## src/rtl/cfg_pkg.sv

```systemverilog
// Shared register map, control codes, state encoding and step decode
// for the cfg Wishbone loader.
package cfg_pkg;

    localparam logic [31:0] ADDR_OFS   = 32'h0000_0000;
    localparam logic [31:0] CTRL_OFS   = 32'h0000_0004;
    localparam logic [31:0] DATA0_OFS  = 32'h0000_0008;
    localparam logic [31:0] CTRL_STORE = 32'h0000_0001;
    localparam logic [31:0] CTRL_LOAD  = 32'h0000_0002;

    typedef enum logic [1:0] {
        ST_IDLE,
        ST_XFER,
        ST_GAP,
        ST_RESP
    } state_e;

    typedef struct packed {
        logic        we;
        logic [31:0] adr;
        logic [31:0] dat;
    } xfer_t;

    function automatic logic [2:0] clamp_n(input logic [2:0] n);
        if (n == 3'd0) return 3'd1;
        if (n > 3'd4) return 3'd4;
        return n;
    endfunction

    // Store: DATA_0..n-1, ADDR, CTRL. Load: ADDR, CTRL, DATA_0..n-1.
    function automatic xfer_t step_desc(
        input logic [31:0]  base,
        input logic         op,
        input logic [2:0]   step,
        input logic [2:0]   n,
        input logic [31:0]  addr,
        input logic [127:0] wdata
    );
        xfer_t      x;
        logic [2:0] k;
        x = '0;
        k = step - 3'd2;
        if (!op) begin
            x.we = 1'b1;
            if (step < n) begin
                x.adr = base + DATA0_OFS + {27'd0, step, 2'b00};
                x.dat = wdata[{step[1:0], 5'd0} +: 32];
            end else if (step == n) begin
                x.adr = base + ADDR_OFS;
                x.dat = addr;
            end else begin
                x.adr = base + CTRL_OFS;
                x.dat = CTRL_STORE;
            end
        end else if (step == 3'd0) begin
            x.we  = 1'b1;
            x.adr = base + ADDR_OFS;
            x.dat = addr;
        end else if (step == 3'd1) begin
            x.we  = 1'b1;
            x.adr = base + CTRL_OFS;
            x.dat = CTRL_LOAD;
        end else begin
            x.adr = base + DATA0_OFS + {27'd0, k, 2'b00};
        end
        return x;
    endfunction

endpackage

```

## src/rtl/cfg_wb_xfer.sv

```systemverilog
// Single Wishbone transfer engine: strobe until ack or timeout, then a
// fixed idle gap during which stray acks are ignored.
module cfg_wb_xfer
    import cfg_pkg::*;
#(
    parameter int TIMEOUT_CYCLES = 16,
    parameter int TIMEOUT_BW     = 5,
    parameter int GAP_CYCLES     = 2
) (
    input  logic        clk_i,
    input  logic        rst_n_i,
    input  logic        req_i,
    input  logic        we_i,
    input  logic [31:0] adr_i,
    input  logic [31:0] dat_i,
    output logic        ack_o,
    output logic        done_o,
    output logic        err_o,
    output logic        wbm_cyc_o,
    output logic        wbm_stb_o,
    output logic        wbm_we_o,
    output logic [3:0]  wbm_sel_o,
    output logic [31:0] wbm_adr_o,
    output logic [31:0] wbm_dat_o,
    input  logic        wbm_ack_i
);

    localparam int GBW = (GAP_CYCLES > 1) ? $clog2(GAP_CYCLES) : 1;
    localparam logic [TIMEOUT_BW-1:0] TO_LAST = TIMEOUT_BW'(TIMEOUT_CYCLES - 1);
    localparam logic [GBW-1:0] GAP_LAST = GBW'(GAP_CYCLES - 1);

    state_e                st_q;
    logic                  stb_q;
    logic                  we_q;
    logic [31:0]           adr_q;
    logic [31:0]           dat_q;
    logic [TIMEOUT_BW-1:0] to_q;
    logic [GBW-1:0]        gap_q;
    logic                  start;

    assign done_o = (st_q == ST_GAP) && (gap_q == '0);
    assign ack_o  = (st_q == ST_XFER) && wbm_ack_i;
    assign err_o  = (st_q == ST_XFER) && !wbm_ack_i && (to_q == TO_LAST);
    // A new transfer may start on the last gap cycle, keeping 3+GAP per word.
    assign start  = req_i && ((st_q == ST_IDLE) || done_o);

    always_ff @(posedge clk_i or negedge rst_n_i) begin
        if (!rst_n_i) begin
            st_q  <= ST_IDLE;
            stb_q <= 1'b0;
            we_q  <= 1'b0;
            adr_q <= '0;
            dat_q <= '0;
            to_q  <= '0;
            gap_q <= '0;
        end else if (start) begin
            st_q  <= ST_XFER;
            stb_q <= 1'b1;
            we_q  <= we_i;
            adr_q <= adr_i;
            dat_q <= dat_i;
            to_q  <= '0;
        end else begin
            case (st_q)
                ST_XFER: begin
                    if (wbm_ack_i) begin
                        stb_q <= 1'b0;
                        st_q  <= ST_GAP;
                        gap_q <= GAP_LAST;
                    end else if (to_q == TO_LAST) begin
                        stb_q <= 1'b0;
                        st_q  <= ST_IDLE;
                    end else begin
                        to_q <= to_q + 1'b1;
                    end
                end
                ST_GAP: begin
                    if (gap_q != '0) gap_q <= gap_q - 1'b1;
                    else st_q <= ST_IDLE;
                end
                default: st_q <= ST_IDLE;
            endcase
        end
    end

    assign wbm_cyc_o = stb_q;
    assign wbm_stb_o = stb_q;
    assign wbm_we_o  = we_q;
    assign wbm_sel_o = {4{stb_q}};
    assign wbm_adr_o = adr_q;
    assign wbm_dat_o = dat_q;

endmodule

```

## src/rtl/cfg_wb_loader.sv

```systemverilog
// Sequences cfg register stores/loads over Wishbone. Optional verify pass
// after each store when CFG_WB_LOADER_READBACK_EN is defined.
module cfg_wb_loader
    import cfg_pkg::*;
#(
    parameter logic [31:0] WISHBONE_BASE_ADDR = 32'h3000_0000,
    parameter int          GAP_CYCLES         = 2,
    parameter int          TIMEOUT_CYCLES     = 16,
    parameter int          TIMEOUT_BW         = 5
) (
    input  logic         clk_i,
    input  logic         rst_n_i,
    input  logic         cmd_valid_i,
    output logic         cmd_ready_o,
    input  logic         cmd_op_i,
    input  logic [31:0]  cmd_addr_i,
    input  logic [2:0]   cmd_nwords_i,
    input  logic [127:0] cmd_wdata_i,
    output logic         rsp_valid_o,
    output logic         rsp_err_o,
    output logic [127:0] rsp_rdata_o,
    output logic         wbm_cyc_o,
    output logic         wbm_stb_o,
    output logic         wbm_we_o,
    output logic [3:0]   wbm_sel_o,
    output logic [31:0]  wbm_adr_o,
    output logic [31:0]  wbm_dat_o,
    input  logic [31:0]  wbm_dat_i,
    input  logic         wbm_ack_i
);

    state_e         st_q;
    logic           op_q;
    logic [2:0]     n_q;
    logic [2:0]     step_q;
    logic [31:0]    addr_q;
    logic [127:0]   wdata_q;
    logic [127:0]   rdata_q;
    logic           err_q;
    logic           rsp_q;
`ifdef CFG_WB_LOADER_READBACK_EN
    logic           rb_q;
`endif

    logic           op_c;
    logic [2:0]     step_c;
    logic [2:0]     n_c;
    logic [31:0]    addr_c;
    logic [127:0]   wdata_c;
    logic           seq_end;
    logic           x_req;
    logic           x_ack;
    logic           x_done;
    logic           x_err;
    logic [1:0]     widx;
    xfer_t          cur;

    // step_q already points at the next step when the gap ends.
    always_comb begin
        op_c    = op_q;
        step_c  = step_q;
        n_c     = n_q;
        addr_c  = addr_q;
        wdata_c = wdata_q;
        if (st_q == ST_IDLE) begin
            op_c    = cmd_op_i;
            step_c  = 3'd0;
            n_c     = clamp_n(cmd_nwords_i);
            addr_c  = cmd_addr_i;
            wdata_c = cmd_wdata_i;
        end
`ifdef CFG_WB_LOADER_READBACK_EN
        else if (!op_q && step_q == n_q + 3'd2) begin
            op_c   = 1'b1;
            step_c = 3'd0;
        end
`endif
        seq_end = (step_c == n_c + 3'd2);
        cur     = step_desc(WISHBONE_BASE_ADDR, op_c, step_c, n_c,
                            addr_c, wdata_c);
        x_req   = ((st_q == ST_IDLE) && cmd_valid_i) ||
                  ((st_q == ST_XFER) && x_done && !seq_end);
    end

    assign widx = step_q[1:0] - 2'd2;

    always_ff @(posedge clk_i or negedge rst_n_i) begin
        if (!rst_n_i) begin
            st_q    <= ST_IDLE;
            op_q    <= 1'b0;
            n_q     <= '0;
            step_q  <= '0;
            addr_q  <= '0;
            wdata_q <= '0;
            rdata_q <= '0;
            err_q   <= 1'b0;
            rsp_q   <= 1'b0;
`ifdef CFG_WB_LOADER_READBACK_EN
            rb_q    <= 1'b0;
`endif
        end else begin
            case (st_q)
                ST_IDLE: begin
                    if (cmd_valid_i) begin
                        st_q    <= ST_XFER;
                        op_q    <= cmd_op_i;
                        n_q     <= clamp_n(cmd_nwords_i);
                        addr_q  <= cmd_addr_i;
                        wdata_q <= cmd_wdata_i;
                        step_q  <= 3'd0;
                        rdata_q <= '0;
                        err_q   <= 1'b0;
`ifdef CFG_WB_LOADER_READBACK_EN
                        rb_q    <= 1'b0;
`endif
                    end
                end
                ST_XFER: begin
                    if (x_err) begin
                        st_q    <= ST_RESP;
                        rsp_q   <= 1'b1;
                        err_q   <= 1'b1;
                        rdata_q <= '0;
                    end else if (x_ack) begin
                        step_q <= step_q + 3'd1;
                        if (op_q && step_q >= 3'd2) begin
                            rdata_q[{widx, 5'd0} +: 32] <= wbm_dat_i;
`ifdef CFG_WB_LOADER_READBACK_EN
                            if (rb_q && wbm_dat_i != wdata_q[{widx, 5'd0} +: 32])
                                err_q <= 1'b1;
`endif
                        end
                    end else if (x_done) begin
                        if (seq_end) begin
                            st_q  <= ST_RESP;
                            rsp_q <= 1'b1;
                        end else begin
                            op_q   <= op_c;
                            step_q <= step_c;
`ifdef CFG_WB_LOADER_READBACK_EN
                            rb_q   <= rb_q | (op_c != op_q);
`endif
                        end
                    end
                end
                default: begin
                    rsp_q <= 1'b0;
                    st_q  <= ST_IDLE;
                end
            endcase
        end
    end

    cfg_wb_xfer #(
        .TIMEOUT_CYCLES (TIMEOUT_CYCLES),
        .TIMEOUT_BW     (TIMEOUT_BW),
        .GAP_CYCLES     (GAP_CYCLES)
    ) u_xfer (
        .clk_i     (clk_i),
        .rst_n_i   (rst_n_i),
        .req_i     (x_req),
        .we_i      (cur.we),
        .adr_i     (cur.adr),
        .dat_i     (cur.dat),
        .ack_o     (x_ack),
        .done_o    (x_done),
        .err_o     (x_err),
        .wbm_cyc_o (wbm_cyc_o),
        .wbm_stb_o (wbm_stb_o),
        .wbm_we_o  (wbm_we_o),
        .wbm_sel_o (wbm_sel_o),
        .wbm_adr_o (wbm_adr_o),
        .wbm_dat_o (wbm_dat_o),
        .wbm_ack_i (wbm_ack_i)
    );

    assign cmd_ready_o = (st_q == ST_IDLE);
    assign rsp_valid_o = rsp_q;
    assign rsp_err_o   = err_q;
    assign rsp_rdata_o = rdata_q;

endmodule

```

## config.mk

```make
export PLATFORM = sky130hd
export DESIGN_NAME = cfg_wb_loader
export DESIGN_NICKNAME = d
export VERILOG_FILES = /design/src/rtl/cfg_pkg.sv /design/src/rtl/cfg_wb_xfer.sv /design/src/rtl/cfg_wb_loader.sv
export SDC_FILE = /design/constraint.sdc
export NUM_CORES = 1
export LEC_CHECK = 0
export ABC_AREA = 1
export BUFFER_PORTS_ARGS = -buffer_cell sky130_fd_sc_hd__buf_2
export CORE_ASPECT_RATIO = 1.4
export CORE_MARGIN = 10
export CORE_UTILIZATION = 41
export DETAILED_ROUTE_END_ITERATION = 7
export GPL_TIMING_DRIVEN = 0
export PLACE_DENSITY = 0.66
export SLEW_MARGIN = 20
export SYNTH_ARGS = -nofsm -noshare
export SYNTH_HDL_FRONTEND = slang
export SYNTH_SLANG_ARGS = --single-unit
```

## constraint.sdc

```tcl
create_clock -name clk_i -period 2.68 [get_ports clk_i]
set_input_delay 0.268 -clock clk_i [delete_from_list [all_inputs] [get_ports clk_i]]
set_output_delay 0.268 -clock clk_i [all_outputs]
set_load 0.005 [all_outputs]
```

; Word level (Yosys, flattened, before mapping)
; Index checks and enable logic that the tools add are counted.
[classes]
n_shift = 3
order_cmp = 3
muxes = 76
bitwise = 3
addsub = 9
eq_ne = 25
n_reduce_logical = 32
[ops]
columns = operator, n
row1 = two-way mux 128 bit, 5
row2 = case mux 128 bit (2 select lines), 1
row3 = two-way mux 65 bit, 2
row4 = bitwise mux 128 bit, 1
row5 = "variable shift 32 x 9 -> 128 bit, first input constant", 1
row6 = indexed part select 128 x 8 -> 32 bit, 1
row7 = indexed part select 32 x 9 -> 128 bit, 1
row8 = two-way mux 63 bit, 1
row9 = "adder 30 x 5 -> 31 bit, first input constant", 2
row10 = two-way mux 3 bit, 13
row11 = two-way mux 35 bit, 1
row12 = two-way mux 32 bit, 1
row13 = two-way mux 31 bit, 1
row14 = two-way mux 1 bit, 29
row15 = two-way mux 2 bit, 10
row16 = two-way mux 5 bit, 4
row17 = "inequality test 3 x 1 -> 1 bit, second input constant", 4
row18 = AND reduction 4 bit, 3
row19 = "inequality test 2 bit, second input constant", 5
row20 = logical AND 1 bit, 9
row21 = negator 7 -> 9 bit, 1
row22 = AND reduction 3 bit, 3
row23 = "inequality test 2 x 1 -> 1 bit, second input constant", 4
row24 = case mux 1 bit (2 select lines), 4
row25 = other kinds (29), 44
[word_totals]
ff_bits = 373
output_inout_bits = 202
word_cells = 167
in_bits = 200

; Depth between registers and ports, before layout
[depth]
depth_word = 16
depth_mapped = 17
mapped_depth_nobuf = 16

; Modules after synthesis
; A second synthesis with hierarchy kept.
[unflattened]
hier_cells = 2083
hier_area_um2 = 17115.2
[modules_own_cells]
columns = module, seq_area_each_um2, n_inst, cells_each, area_each_um2
row1 = cfg_wb_loader, 7482.2, 1, 1734, 14068.5
row2 = cfg_wb_xfer, 1851.8, 1, 349, 3046.7

; Worst setup path after synthesis
; No wires, ideal clock.
[synth_timing]
kind = flip-flop to flip-flop
startpoint = register st_q[0]
endpoint = register u_xfer.dat_q[11], in the netlist u_xfer.wbm_dat_o[11]
arrival_ns = 2.477
stages_incl_launch_ff = 16
required_ns = 2.615
setup_ns = 0.065
n_path_buf = 3
synth_period_minus_slack_ns = 2.542
setup_slack_ns = 0.138
cell_sequence = dfrtp_1 > nor2_4 > clkbuf_1 > clkbuf_1 > o21ai_0 > ha_1 > o21bai_1 > nand2_1 > nand2_1 > nand3b_1 > nand2_1 > clkbuf_1 > nand2_1 > nand2_1 > nand2_1 > nand2_1
[synth_via]
elab_chain_cells = 8
elab_cells_between_ends = 23
cone_classes = 1 x add/sub / 1 x order compare / 3 x eq/ne / 1 x shift / 9 x mux / 8 x reduce/logical
[synth_lines]
columns = item, line_no
row1 = "start, declared", cfg_wb_loader.sv:32  ; state_e st_q;
row2 = "start signal, assigned", cfg_wb_loader.sv:89  ; st_q <= ST_IDLE;
row3 = "start signal, assigned", cfg_wb_loader.sv:105  ; st_q <= ST_XFER;
row4 = "start signal, assigned", cfg_wb_loader.sv:120  ; st_q <= ST_RESP;
row5 = zero test 2 bit (*), --
row6 = via cmd_ready_o, cfg_wb_loader.sv:14  ; output logic cmd_ready_o,
row7 = branches (longest 7 deep; another with two-way mux 128 bit), --
row8 = "end signal, assigned", cfg_wb_xfer.sv:61  ; dat_q <= dat_i;
row9 = "end, declared", cfg_wb_xfer.sv:36  ; logic [31:0] dat_q;
; Mark *: on every way through the listed nets, which the timed path passes.
; A chain may end at the register's enable or synchronous reset.

; Worst setup path after layout
[layout_timing]
startpoint = register step_q[1]
endpoint = register u_xfer.dat_q[28], in the netlist u_xfer.wbm_dat_o[28]
[layout_via]
elab_chain_cells = 6
elab_cells_between_ends = 14
cone_classes = 1 x order compare / 2 x eq/ne / 1 x shift / 5 x mux / 5 x reduce/logical
[layout_lines]
columns = item, line_no
row1 = "start, declared", cfg_wb_loader.sv:35  ; logic [2:0] step_q;
row2 = "start signal, assigned", cfg_wb_loader.sv:125  ; step_q <= step_q + 3'd1;
row3 = "start signal, assigned", cfg_wb_loader.sv:139  ; step_q <= step_c;
row4 = two-way mux 3 bit (*), cfg_wb_loader.sv:65  ; if (st_q == ST_IDLE) begin
row5 = branches (longest 5 deep; another with indexed part select 128 x 8 -> 32 bit), --
; Every way passes the cells marked *.

==> results.md <==
- Layout Nets: 2,911
- CP top delay family: buffers and inverters
- Mux share of post-synthesis cell area: 0%
- Peak supply drop: 0.000718 V
- Filler instances: 3,769
- Gr usage total: 25.6%
- Grt total ovfl: 0
- Clock skew: 0.0220 ns
- DRC viols: 0
- Num CTS Buffers: 38
- Fin crit share: 96.5%
- Worst-path clk slew: 0.06 ns
- Tmin final: 2.59 ns
- Most numerous cell on the critical path: nand2_1
- #FFs+latches synth: 346
- Commonest non-fill, non-tap cell in the layout: nand2_1
- Most used DFF post-synth: dfrtp_1
- TritonRoute pass-1 iters: 5
- Worst slew pin tran: 0.725 ns
- HP Start: cmd_wdata_i[61]
- Critical path buffer and inverter count: 5
- DR WL/cell: 19.8 um
- Reg-to-Reg End: u_xfer.wbm_dat_o[28]
- Die Area: 0.0491 mm2
- IO Pins: 402
- WP data required: 3.11 ns
- Synthesized instance count: 2,076
- Die height: 258 um
- Main combinational cell family by area after synthesis: simple AND/OR/NAND/NOR gates
- DP Wirelength: 48,600 um
- Max-slew violation count: 0
- Crit-path max cell delay: 0.43 ns
- CTS sink count: 346
- Commonest cells after routing, fill and taps aside: nand2_1, buf_2, dfrtp_1, o21ai_0, inv_1
- CP arrival: 3.01 ns
- Multi-input logic area: 0.00641 mm2
- CP startpoint kind: flip-flop
- Power Density: 1070 mW/mm2
- IO buf count: 375
- Simple-Gate Fraction of Synth Area: 22.7%
- Core ar.: 0.0402 mm2
- R2r startpoint: step_q[1]
- TritonCTS clock tree: done
- Max transition margin: 51.2%
- Post-Layout Cell Count: 3,266
- Post-route ant nets: 0
- Vias/cell: 5.17
- Final Wtd Congestion: 0.969
- End of the worst hold path: wdata_q[61]
- # setup viols final: 0
- Seq/Total Area, Yosys: 52.1%
- Async SR Flop Fraction: 100%
- Crit path kind: flip-flop to flip-flop
- Synth Area in Compound Gates: 13.8%
- Pre-CTS setup slack: -0.879 ns
- Area Growth Syn to Fin: 35.5%
- Syn avg cell area: 8.00 um2
- Worst Hold Depth: 3
- Hold Path Class: primary input to flip-flop
- Vias in the first global route: 17,388
- Synth Area in Adders: 1.05%
- Final Hold Fails: 0
- Final hold slack: 0.0135 ns
- Largest net degree at the start of global routing: 99
- Placed Area: 0.0193 mm2
- Worst path slowest cell: dfrtp_1
- Reg2Reg Setup Slack: 0.09 ns
- Crit-path max FO: 10
- Fin area: 0.0225 mm2
- Clk buf depth: 3
- EDFF count, synth: 0
- WL final: 64,700 um
- Yosys cell types: 38
- Antenna violations before repair: 4
- Worst-case reg-to-reg path depth: 13
- Initial DRC Count: 1,236
- First-pass GRT wire length: 98,800 um
- H-tree Lvls: 2
- Starting Density: 41.4%
- Setup TNS: 0 ns
- Layout cells sized above 1: 21.8%
- Unrepaired setup endpoints after global routing: true
- DP Cell Count: 3,013
- Setup crit end kind: flip-flop
- Yosys Warn Count: 0
- Setup ws final: 0.0945 ns
- DR vias: 16,876
- Root buffer cell: clkbuf_16
- Worst-Skew Late Latency: 0.54 ns
- Register Area: 0.00866 mm2
- Status: completed
- Mapped cell area: 0.0166 mm2
- # rows: 87
- Sequence of cells on the critical path: buf_2, inv_2, nor2_4, ha_1, inv_1, o21bai_1, nand2_2, buf_4, clkbuf_2, o2111ai_1, nand2_1, nand2_1, nand2_1
- Max Cap Viol: 0
- Max Freq: 387 MHz
- Leak Pwr: 0.0117 uW
- Post-synthesis xor/xnor area fraction: 0.105%
- Die Width: 190 um
==> metal layers <==
| metal | global-route usage, % | wire length (um) | vias to the layer above | part of all wire (%) |
|---|---|---|---|---|
| met5 | 0 | 0 | - | 0 |
| met2 | 45.4 | 32800 | 773 | 51 |
| met4 | 13.7 | 3820 | 0 | 5.9 |
| met3 | 5.30 | 4800 | 166 | 7.4 |
| met1 | 28.0 | 23300 | 8030 | 36 |
| li1 | - | - | 7907 | - |
==> power breakdown <==
group	leakage (uW)	switching, uW	internal, uW	total (uW)
Sequential	0.00448	945	7070	8010
Combinational	0.00664	7090	3550	10600
Clock	0.000621	2270	3130	5400
Total	0.0117	10300	13800	24100
==> timing repair <==
item,4_1_cts,5_1_grt
gates cloned,1,0
pin swaps,1,2
hold endpoints to repair,245,0
hold buffers,171,0
setup endpoints to repair,177,179
setup buffers,3,3
gates resized for setup,25,37
==> metrics by stage <==
| step | utilization (%) | power, uW |
|---|---|---|
| after detailed placement | 48.2 | 18100 |
| after global routing | 56.0 | 25700 |
| after global placement | 47.9 | 17900 |
| after CTS | 55.8 | 23900 |
| after floorplan | - | 14100 |
| final | 56.0 | 24100 |
==> flip-flops by register name, summed over array words and instances, names as in the netlist <==
| signal | cells |
|---|---|
| rsp_valid_o | 1 |
| addr_q | 32 |
| st_q | 2 |
| u_xfer.to_q | 5 |
| op_q | 1 |
| u_xfer.wbm_adr_o | 5 |
| n_q | 3 |
| u_xfer.wbm_dat_o | 32 |
| rsp_rdata_o | 128 |
| u_xfer.wbm_we_o | 1 |
| wdata_q | 128 |
| u_xfer.wbm_cyc_o | 1 |
| rsp_err_o | 1 |
| step_q | 3 |
| u_xfer.st_q | 2 |
| u_xfer.gap_q | 1 |
==> worst reg2reg max path, delay by kind of cell (launching register included) <==
family,cells,cell delay [ns]
AOI/OAI and AO/OA,2,0.41
adders and majority gates,1,0.33
and+or+nand+nor,5,0.48
DFF,1,0.43
buffers and inverters,5,0.84
==> final cells by class <==
cell class	instances	share of cell area, %
multi-input combinational	1367	28.5
antenna	7	0.0778
buffer	170	4.16
tap	534	2.97
sequential	346	38.5
timing repair buffer	555	16.6
clock buffer	45	4.52
clock inverter	23	1.13
inverter	219	3.66
==> worst max path at each step <==
stage	start	to	cells past startpoint
3_5_place_dp	st_q[0]	u_xfer.wbm_dat_o[12]	15
6_report	step_q[1]	u_xfer.wbm_dat_o[28]	13
2_1_floorplan	st_q[0]	u_xfer.wbm_dat_o[11]	15
3_3_place_gp	rst_n_i	rsp_rdata_o[120]	1
5_1_grt	step_q[1]	u_xfer.wbm_dat_o[29]	15
4_1_cts	step_q[1]	u_xfer.wbm_dat_o[12]	15
==> Yosys cell counts, types with 2 or more instances <==
cell,n,area share (%)
inv_2,8,0.18
clkbuf_2,2,0.060
buf_2,39,1.2
inv_1,211,4.8
nand4_1,53,2.0
buf_4,38,1.7
o21ai_1,26,0.78
nand3_1,133,4.0
buf_6,5,0.34
o21a_1,3,0.14
a21oi_1,60,1.8
buf_1,12,0.27
o21ai_0,299,9.0
o31ai_1,4,0.18
or2_2,2,0.075
a21oi_4,2,0.20
xor2_1,2,0.11
nand2_4,5,0.34
ha_1,14,1.1
nor3_1,2,0.060
o211ai_1,2,0.090
nor2_1,29,0.66
o2111ai_1,27,1.4
nand3_2,2,0.12
nor2_2,3,0.11
nand2_1,660,15
nand2_2,4,0.15
dfrtp_1,346,52
clkbuf_1,74,1.7
==> cells by family (layout without fill, tap and decap cells) <==
family | count (synthesis) | in the layout
DFF | 346 | 346
buffers and inverters | 389 | 1012
other | 1 | 33
xor gates and xnor gates | 2 | 2
AOI/OAI and AO/OA | 427 | 428
and+or+nand+nor | 897 | 897
adders and majority gates | 14 | 14
Power figures use the tool's default switching activity.
